[src/rtl/ps2_host_tx.sv]
// ps2_host_tx: PS/2 host-to-device byte transmitter with ACK check; `define PS2_TX_GLITCH_FILTER_EN adds a device-clock glitch filter
module ps2_host_tx #(
  parameter int INHIBIT_CYCLES = 10000,
  parameter int TIMEOUT_CYCLES = 2000000
) (
  input  logic       clk,
  input  logic       rst,
  input  logic [7:0] tx_data,
  input  logic       tx_valid,
  output logic       tx_ready,
  input  logic       ps2_clk_in,
  input  logic       ps2_data_in,
  output logic       ps2_clk_oe,
  output logic       ps2_data_oe,
  output logic       busy,
  output logic       done,
  output logic       err,
  output logic [1:0] err_code
);
  typedef enum logic [2:0] {IDLE, INHIBIT, REQ, DATA, PARITY, STOP, WAIT_IDLE} state_t;
  localparam int MAXC = INHIBIT_CYCLES > TIMEOUT_CYCLES ? INHIBIT_CYCLES : TIMEOUT_CYCLES;
  localparam int CW = $clog2(MAXC + 1);
  state_t state_q, state_d;
  logic [CW-1:0] cnt_q, cnt_d;
  logic [7:0] sh_q, sh_d;
  logic [3:0] idx_q, idx_d;
  logic par_q, par_d, bit_q, bit_d;
  logic [1:0] clk_sync_q, data_sync_q;
  logic clk_s, data_s, fe, nack, timeout;
  assign clk_s = clk_sync_q[1];
  assign data_s = data_sync_q[1];
  // two-flop synchronisers for both pads; lines idle high
  always_ff @(posedge clk or posedge rst)
    if (rst) begin
      clk_sync_q <= 2'b11;
      data_sync_q <= 2'b11;
    end else begin
      clk_sync_q <= {clk_sync_q[0], ps2_clk_in};
      data_sync_q <= {data_sync_q[0], ps2_data_in};
    end
`ifdef PS2_TX_GLITCH_FILTER_EN
  logic [2:0] hist_q;
  logic armed_q;
  assign fe = armed_q & ~clk_s & ~|hist_q;
  // arm after four high samples, fire on the fourth consecutive low sample
  always_ff @(posedge clk or posedge rst)
    if (rst) begin
      hist_q <= 3'b111;
      armed_q <= 1'b0;
    end else begin
      hist_q <= {hist_q[1:0], clk_s};
      armed_q <= fe ? 1'b0 : (clk_s & &hist_q) ? 1'b1 : armed_q;
    end
`else
  logic clk_p_q;
  assign fe = clk_p_q & ~clk_s;
  // previous synchronised clock for falling-edge detect
  always_ff @(posedge clk or posedge rst)
    if (rst) clk_p_q <= 1'b1;
    else clk_p_q <= clk_s;
`endif
  // state and datapath registers
  always_ff @(posedge clk or posedge rst)
    if (rst) begin
      state_q <= IDLE;
      cnt_q <= '0;
      sh_q <= '0;
      idx_q <= '0;
      par_q <= 1'b0;
      bit_q <= 1'b0;
    end else begin
      state_q <= state_d;
      cnt_q <= cnt_d;
      sh_q <= sh_d;
      idx_q <= idx_d;
      par_q <= par_d;
      bit_q <= bit_d;
    end
  // next state: inhibit timing, one bit per device falling edge, abort on done/error
  always_comb begin
    state_d = state_q;
    cnt_d = cnt_q;
    sh_d = sh_q;
    idx_d = idx_q;
    par_d = par_q;
    bit_d = bit_q;
    case (state_q)
      IDLE: if (tx_valid) begin
        state_d = INHIBIT;
        cnt_d = '0;
        sh_d = tx_data;
        par_d = ~^tx_data;
      end
      INHIBIT: begin
        cnt_d = cnt_q + 1'b1;
        if (cnt_q == CW'(INHIBIT_CYCLES - 1)) begin
          state_d = REQ;
          cnt_d = '0;
        end
      end
      default: begin
        cnt_d = fe ? '0 : cnt_q + 1'b1;
        if (fe)
          case (state_q)
            REQ: begin
              bit_d = sh_q[0];
              idx_d = 4'd1;
              state_d = DATA;
            end
            DATA: begin
              bit_d = idx_q[3] ? par_q : sh_q[idx_q[2:0]];
              idx_d = idx_q + 4'd1;
              state_d = idx_q[3] ? PARITY : DATA;
            end
            PARITY: state_d = STOP;
            STOP: state_d = data_s ? IDLE : WAIT_IDLE;
            default: ;
          endcase
        if (done || timeout) state_d = IDLE;
      end
    endcase
  end
  // outputs: line drives and completion/error pulses decoded from state
  always_comb begin
    tx_ready = state_q == IDLE;
    busy = state_q != IDLE;
    ps2_clk_oe = state_q == INHIBIT;
    ps2_data_oe = (state_q == REQ) | (((state_q == DATA) | (state_q == PARITY)) & ~bit_q);
    nack = (state_q == STOP) & fe & data_s;
    done = (state_q == WAIT_IDLE) & clk_s & data_s;
    timeout = (state_q >= REQ) & ~fe & ~done & (cnt_q == CW'(TIMEOUT_CYCLES - 1));
    err = nack | timeout;
    err_code = {nack, timeout};
  end
endmodule

[config.mk]
export PLATFORM = sky130hd
export DESIGN_NAME = ps2_host_tx
export DESIGN_NICKNAME = d
export VERILOG_FILES = /design/src/rtl/ps2_host_tx.sv
export SDC_FILE = /design/constraint.sdc
export NUM_CORES = 1
export LEC_CHECK = 0
export ABC_AREA = 1
export ABC_CLOCK_PERIOD_IN_PS = 1700
export BUFFER_PORTS_ARGS = -buffer_cell sky130_fd_sc_hd__buf_4
export CAP_MARGIN = 0
export CORE_MARGIN = 4
export CORE_UTILIZATION = 60
export DETAILED_ROUTE_END_ITERATION = 12
export GPL_TIMING_DRIVEN = 0
export PLACE_DENSITY_LB_ADDON = 0.15
export SLEW_MARGIN = 20
export SYNTH_ARGS = -nofsm -noshare
export SYNTH_HDL_FRONTEND = slang
export SYNTH_SLANG_ARGS = --single-unit
[constraint.sdc]
create_clock -name clk -period 1.7 [get_ports clk]
set_input_delay 0.34 -clock clk [delete_from_list [all_inputs] [get_ports clk]]
set_output_delay 0.34 -clock clk [all_outputs]
set_load 0.02 [all_outputs]
==> qor.csv, run 1 <==
metric,value,unit
outcome,finished with violations,
failing checks,"hold timing, setup timing",
power consumption,4.23,mW
detail-routed via count per cell,5.51,
sequential element share of the synthesized area,0.401,
Hold Slack,-0.0140,ns
vias,2491,
dpl cells,416,
drt total wl,6.56,mm
Worst-Skew Late Latency,0.31,ns
drt initial violations,221,
Synth Register Bits,43,
CTS Root Cell,clkbuf_8,
number of distinct library cells after synthesis,38,
top-area cell type share of the netlist area,0.352,
CP Class,flop to output pin,
# diodes,0,
Final ANT Viol Nets,0,
Avg Inst Size Synth,7.87,µm²
H-Tree Depth,2,
Max Cap Viol,0,
Relative slew margins,0.786,
pin count of the biggest net entering global routing,32,
first-pass GRT wire length,10.0,mm
Final setup viols,9,
vias in the first global route,2198,
Max VDD drop,1.02,mV
Synth area leader,dfrtp_1,
initial antenna violation count,0,
DP Wirelength,4.21,mm
"Hold Violations, Final",12,
Power Density,1240,nW/µm²
clk slew on worst S/H paths,0.09,ns
IO buf count,20,
Required @ worst endpoint,1.36,ns
"CP delay by family, top",simple AND/OR/NAND/NOR gates,
Total GRT Usage,0.234,
Layout Cells excl Fill,452,
RSZ-0062 raised after global routing,true,
core area,4350,µm²
CP dominant cell by count,nand3_2,
Area Growth Syn to Fin,26.4,%
Mapped Cells,343,
max-slew violations,0,
TritonCTS clock tree,done,
DIE AREA,5630,µm²
die width,75.1,µm
share of cells above drive strength 1,0.340,
Setup WS pre-CTS,-0.122,ns
Initial Utilization,0.620,
ys flop type,dfrtp_1,
"slowest stage delay, CP",0.39,ns
startpoint types,flop,
yosys warns,0,
number of buffers created by CTS,5,
hold buffers post-CTS,0,
Worst Path Arrival,1.70,ns
worst path buffer plus inverter count,1,
drc violations,0,
crit path capture type,output pin,
"EDFF count, synth",0,
Synth Cell Area,2700,µm²
most frequent cell after synthesis,nand2_1,
Final period util,1.20,
IO Count,21,
commonest cells in the netlist,"73 x nand2_1, 48 x nor2_1, 46 x inv_1",
Pre-antenna DRT Iters,5,
Die Span Y,75.1,µm
Lkg Pwr,1.59,nW
Placer Congestion,0.885,
Wirelength per Cell,14.5,µm
ranking of synthesized cells by area,"dfrtp_1 35%, nand2_1 10%, nor2_1 6.7%",
Setup WS post-layout,-0.338,ns
clk_skew,0.0137,ns
worst slew pin tran,0.321,ns
critical-path cell list,ha_2 -> nand3_2 -> nor2_2 -> nand3_2 -> nor3_4 -> or2_2 -> buf_4,
GRT overflow,0,
CP max-delay cell,dfrtp_1,
Core Rows,24,
clock buffer depth,2,
ys async rst share,1.00,
f_max,0.491,GHz
Mapped Nets,358,
Layout Nets,414,
minimum clock period,2.04,ns
worst min path class,primary input to async pin,
CTS sink cnt,43,
CP Max Fanout,3,
==> worst reg2reg max path, delay by kind of cell, from the launching register on <==
kind | cells | cell delay, ns
fa+ha+maj | 1 | 0.22
buf+inv | 2 | 0.29
flops | 1 | 0.39
simple gates | 9 | 0.75
==> where the power goes <==
| group | switching (mW) | internal [mW] |
|---|---|---|
| clock network | 0.387 | 0.287 |
| logic | 1.17 | 0.942 |
| registers | 0.193 | 1.25 |
| total | 1.75 | 2.48 |
==> final timing paths <==
kind                       slack (ns)  depth (start not counted)           start        endpoint
max                             -0.34                          7        cnt_q[0]             err
min                             -0.01                          2             rst       cnt_q[20]
max reg2reg                     -0.04                         12        cnt_q[0]      state_q[0]
min reg2reg                      0.36                          0  data_sync_q[0]  data_sync_q[1]
max in group asynchronous        1.18                          3             rst   clk_sync_q[1]
min in group clk                 0.14                          1      ps2_clk_in   clk_sync_q[0]
==> cell usage in the layout, fill, tap and decap left out, types with 3 or more instances in the layout <==
cell / synthesis / final
buf_6: 1 / 9
buf_4: 3 / 42
nor3b_1: 3 / 3
nand3_1: 31 / 25
nor2_1: 48 / 44
a21oi_1: 7 / 7
nor3_1: 8 / 7
xor2_1: 4 / 4
nand2_1: 73 / 68
dfstp_2: 5 / 5
o21ai_0: 12 / 12
nand2_2: 3 / 7
nor2_4: 5 / 9
nand2_4: 3 / 4
dfrtp_1: 38 / 33
inv_2: 4 / 7
nand3_2: 1 / 5
mux2_2: 8 / 8
xnor2_1: 6 / 6
nor2_2: 4 / 4
clkbuf_8: 0 / 5
nand3_4: 3 / 5
o22ai_1: 4 / 3
nand4_1: 5 / 5
inv_1: 46 / 42
dfrtp_2: 0 / 5
==> cells by family after synthesis <==
| logic type | share of synthesized area |
|---|---|
| fa+ha+maj | 0.00927 |
| compound gates | 0.0584 |
| simple gates | 0.372 |
| buf+inv | 0.0932 |
| mux | 0.0334 |
| xor+xnor | 0.0325 |
| flops | 0.401 |
==> metal layers <==
| layer | share of wire | routed length [µm] | global-route usage | vias up |
|---|---|---|---|---|
| li1 | - | - | - | 1205 |
| met1 | 0.44 | 2890 | 0.325 | 1176 |
| met2 | 0.49 | 3180 | 0.367 | 92 |
| met3 | 0.051 | 337 | 0.0494 | 18 |
| met4 | 0.022 | 144 | 0.0692 | 0 |
| met5 | 0 | 0 | 0 | - |
==> stage by stage <==
stage	hold WS [ns]	setup TNS, ns	util	area, µm²
after global routing	0.0145	-2.50	0.784	3410
after CTS	0.00111	-0.791	0.731	3180
final	-0.0140	-1.14	0.784	3410
after global placement	0.347	-8.79	0.669	2910
after floorplan	0.344	0	-	2700
after detailed placement	0.319	-0.250	0.674	2930
==> state kept, by name, indices dropped and copies added, names as in the netlist <==
register     cells
par_q            1
idx_q            4
data_sync_q      2
bit_q            1
clk_p_q          1
sh_q             8
clk_sync_q       2
cnt_q           21
state_q          3
==> timing repair <==
action / in CTS / in global routing
pin swaps: 3 / 13
setup endpoints to repair: 16 / 22
resized for setup: 29 / 23
buffers inserted: 8 / 22
==> layout make-up <==
cell class              count  area, µm²
repair buffers             49        410
flip-flops and latches     43       1090
clock inverters             3       20.0
multi-input cells         243       1490
fillers                   304        942
inverters                  52        210
clock buffers               5       68.8
plain buffers               5       56.3
well taps                  52       65.1
(Power assumes the default switching activity.)
==> run 2: changes to the inputs <==
--- a/config.mk
+++ b/config.mk
@@ -5,15 +5,15 @@
 export SDC_FILE = /design/constraint.sdc
 export NUM_CORES = 1
 export LEC_CHECK = 0
-export ABC_AREA = 1
 export ABC_CLOCK_PERIOD_IN_PS = 1700
 export BUFFER_PORTS_ARGS = -buffer_cell sky130_fd_sc_hd__buf_4
 export CAP_MARGIN = 0
 export CORE_MARGIN = 4
-export CORE_UTILIZATION = 60
+export CORE_UTILIZATION = 35
 export DETAILED_ROUTE_END_ITERATION = 12
 export GPL_TIMING_DRIVEN = 0
 export PLACE_DENSITY_LB_ADDON = 0.15
+export SKIP_LAST_GASP = 1
 export SLEW_MARGIN = 20
 export SYNTH_ARGS = -nofsm -noshare
 export SYNTH_HDL_FRONTEND = slang
==> run 2 against run 1 <==
The run ends with setup timing left. Largest cell class unchanged. Global-route usage decreased by 9.1 points. Register-to-register slack worse by 0.80 ns. Highest routed layer unchanged. Final cell count fell by 21%. Critical path depth is 1 lower. Sequential power grew 6%. Count of clock-buffer cells in the layout is the same. Area after synthesis is 14% lower. Total power rose by 10%. Synthesized cell count fell by 34%. Via count is 28% lower.
==> qor.csv, run 2 <==
metric,value,unit,change
Final ANT Viol Nets,0,,unchanged
max FFs per register,21,,unchanged
CTS Root Cell,clkbuf_8,,
crit path capture type,output pin,,
Setup WS pre-CTS,-0.748,ns,-0.626 ns
drc violations,0,,unchanged
most frequent cell after synthesis,dfrtp_1,,
Lkg Pwr,1.33,nW,-17%
drt total wl,4.99,mm,-24%
Required @ worst endpoint,1.36,ns,about the same
f_max,0.390,GHz,-21%
detail-routed via count per cell,5.08,,-7.8%
Largest regs,"cnt_q x21, sh_q x8, idx_q x4",,
"commonest non-fill, non-tap cells in the layout","35 x dfrtp_1, 27 x buf_4, 23 x nor2_1, 18 x nand2_1, 14 x buf_6",,
Avg Inst Size Synth,10.2,µm²,+30%
Setup WS post-layout,-0.865,ns,-0.527 ns
Total GRT Usage,0.142,,-0.0912
hold buffers post-CTS,0,,unchanged
"EDFF count, synth",0,,unchanged
Layout Utilization,0.483,,-0.301
worst min path class,primary input to async pin,,
combinational share of power,0.491,,-0.008
share of cells above drive strength 1,0.385,,+0.0449
failing checks,setup timing,,
Pre-antenna DRT Iters,6,,+1
Final setup viols,39,,+30
Initial Utilization,0.363,,-0.257
P_sw,1.63,mW,-6.7%
yosys warns,0,,unchanged
Max VDD drop,0.503,mV,-51%
Placer Congestion,0.762,,-14%
IO Count,21,,unchanged
first-pass GRT wire length,8.80,mm,-12%
Worst-Skew Late Latency,0.31,ns,about the same
sequential element share of the synthesized area,0.464,,+0.0630
drt initial violations,70,,-68%
"most common cell after layout, fill and taps aside",dfrtp_1,,
DP Wirelength,3.48,mm,-17%
Layout Nets,292,,-29%
RSZ-0062 raised after global routing,true,,
Power Density,1500,nW/µm²,+21%
GRT overflow,0,,unchanged
Mapped Cells,228,,-34%
Largest Register,cnt_q,,
outcome,finished with violations,,
H-Tree Depth,2,,unchanged
ys flop type,dfrtp_1,,
Synth Cell Area,2330,µm²,-14%
Die Span Y,89.6,µm,+19%
clk slew on worst S/H paths,0.09,ns,about the same
commonest cells in the netlist,"38 x dfrtp_1, 26 x nor2_1, 18 x nand2_1",,
vias in the first global route,1811,,-18%
TritonCTS clock tree,done,,
Synth area leader,dfrtp_1,,
clock share of power,0.182,,+0.023
Worst Path Arrival,2.22,ns,+0.52 ns
DIE AREA,8030,µm²,+43%
clk_skew,0.00887,ns,-0.00487 ns
Synth Register Bits,43,,unchanged
CP Class,flop to output pin,,
Relative slew margins,0.556,,-0.230
Max Cap Viol,0,,unchanged
power consumption,4.65,mW,+10%
core area,6420,µm²,+47%
Internal Power,3.02,mW,+22%
ranking of synthesized cells by area,"dfrtp_1 41%, dfstp_2 5.6%, xnor2_1 4.5%",,
clock buffer depth,2,,unchanged
pin count of the biggest net entering global routing,29,,-9.4%
Final period util,1.51,,+0.310
top-area cell type share of the netlist area,0.408,,+0.0554
Core Rows,29,,+21%
worst slew pin tran,0.665,ns,+0.344 ns
vias,1803,,-28%
CTS sink cnt,43,,unchanged
register share of total power,0.327,,-0.014
Wirelength per Cell,14.1,µm,-3.1%
max-slew violations,0,,unchanged
number of buffers created by CTS,5,,unchanged
Mapped Nets,243,,-32%
die width,89.6,µm,+19%
minimum clock period,2.56,ns,+0.527 ns
# diodes,0,,unchanged
Area Growth Syn to Fin,32.9,%,
IO buf count,20,,unchanged
startpoint types,flop,,
"Hold Violations, Final",0,,-12
number of distinct library cells after synthesis,50,,+32%
CP Max Fanout,2,,-1
initial antenna violation count,0,,unchanged
switching portion of total power,0.351,,-0.0632
ys async rst share,1.00,,unchanged
[run 2: changes by cell type in the layout (fill, tap and decap cells not counted), moves of 8 or more]
cell	change
nand3_1	-17
nand2_1	-50
xor2_1	+8
inv_1	-39
nor2_1	-21
buf_4	-15
nor2_4	-8
[run 2: stage by stage]
stage               instances  TNS (ns)  hold slack [ns]  instance area, µm²
detailed placement        326    -19.19            0.350                2620
global placement          325    -32.24            0.347                2600
floorplan                 228    -12.92            0.344                2350
CTS                       349    -20.67           0.0232                3010
finish                    355    -21.72           0.0127                3100
global route              355    -24.57           0.0503                3100
[run 2: path summary, 6_finish.rpt]
path	startpoint	to	slack (ns)	cells past startpoint
min in group clk	ps2_clk_in	clk_sync_q[0]	0.13	1
max in group asynchronous	rst	clk_sync_q[0]	1.15	3
hold / removal	rst	cnt_q[11]	0.01	2
setup reg to reg	cnt_q[1]	cnt_q[7]	-0.84	11
setup / recovery	cnt_q[1]	err	-0.86	6
hold reg to reg	data_sync_q[0]	data_sync_q[1]	0.36	0
[run 2: cell families after synthesis]
kind of cell    count (synthesis)  share of synthesized area
flops                          43                      0.464
fa+ha+maj                       2                     0.0107
mux                            13                     0.0708
buf+inv                        14                     0.0333
simple gates                  104                      0.251
compound gates                 28                     0.0799
xor+xnor                       24                     0.0901
[run 2: layer usage]
layer  up-vias  global-route usage  share of wire  routed length [µm]
met2        23               0.209           0.45                2230
li1        897                   -              -                   -
met4         0              0.0447          0.013                  65
met5         -                   0              0                   0
met1       878               0.207           0.51                2530
met3         5              0.0338          0.033                 165
[run 2: cell type report]
type,count,area [µm²]
Buffer,9,86.3
Clock buffer,5,68.8
Clock inverter,3,47.5
Fill cell,605,3320
Inverter,5,21.3
Multi-Input combinational cell,171,1280
Sequential cell,43,1090
Tap cell,77,96.3
Timing Repair Buffer,42,415
[run 2: what timing repair did]
action / 4_1_cts / 5_1_grt
setup endpoints to repair: 42 / 41
buffers inserted: 13 / 7
pin swaps: 7 / 10
gates resized for setup: 32 / 15
cloned: 2 / 0
[run 2: worst max-delay path: stages (launching register included)]
cell and delay, ns:
dfrtp_1 0.41, ha_4 0.16, or4b_4 0.46, or4_4 0.45, nor3_4 0.19, or2_4 0.14, buf_6 0.10
[run 2: power groups by stage]
stage | sequential, mW | clock (mW) | combinational, mW
final | 1.52 | 0.845 | 2.29
after floorplan | 1.46 | 0 | 1.22
after CTS | 1.52 | 0.866 | 2.13
after global routing | 1.57 | 0.902 | 2.52
after global placement | 1.53 | 0 | 1.53
after detailed placement | 1.54 | 0 | 1.54
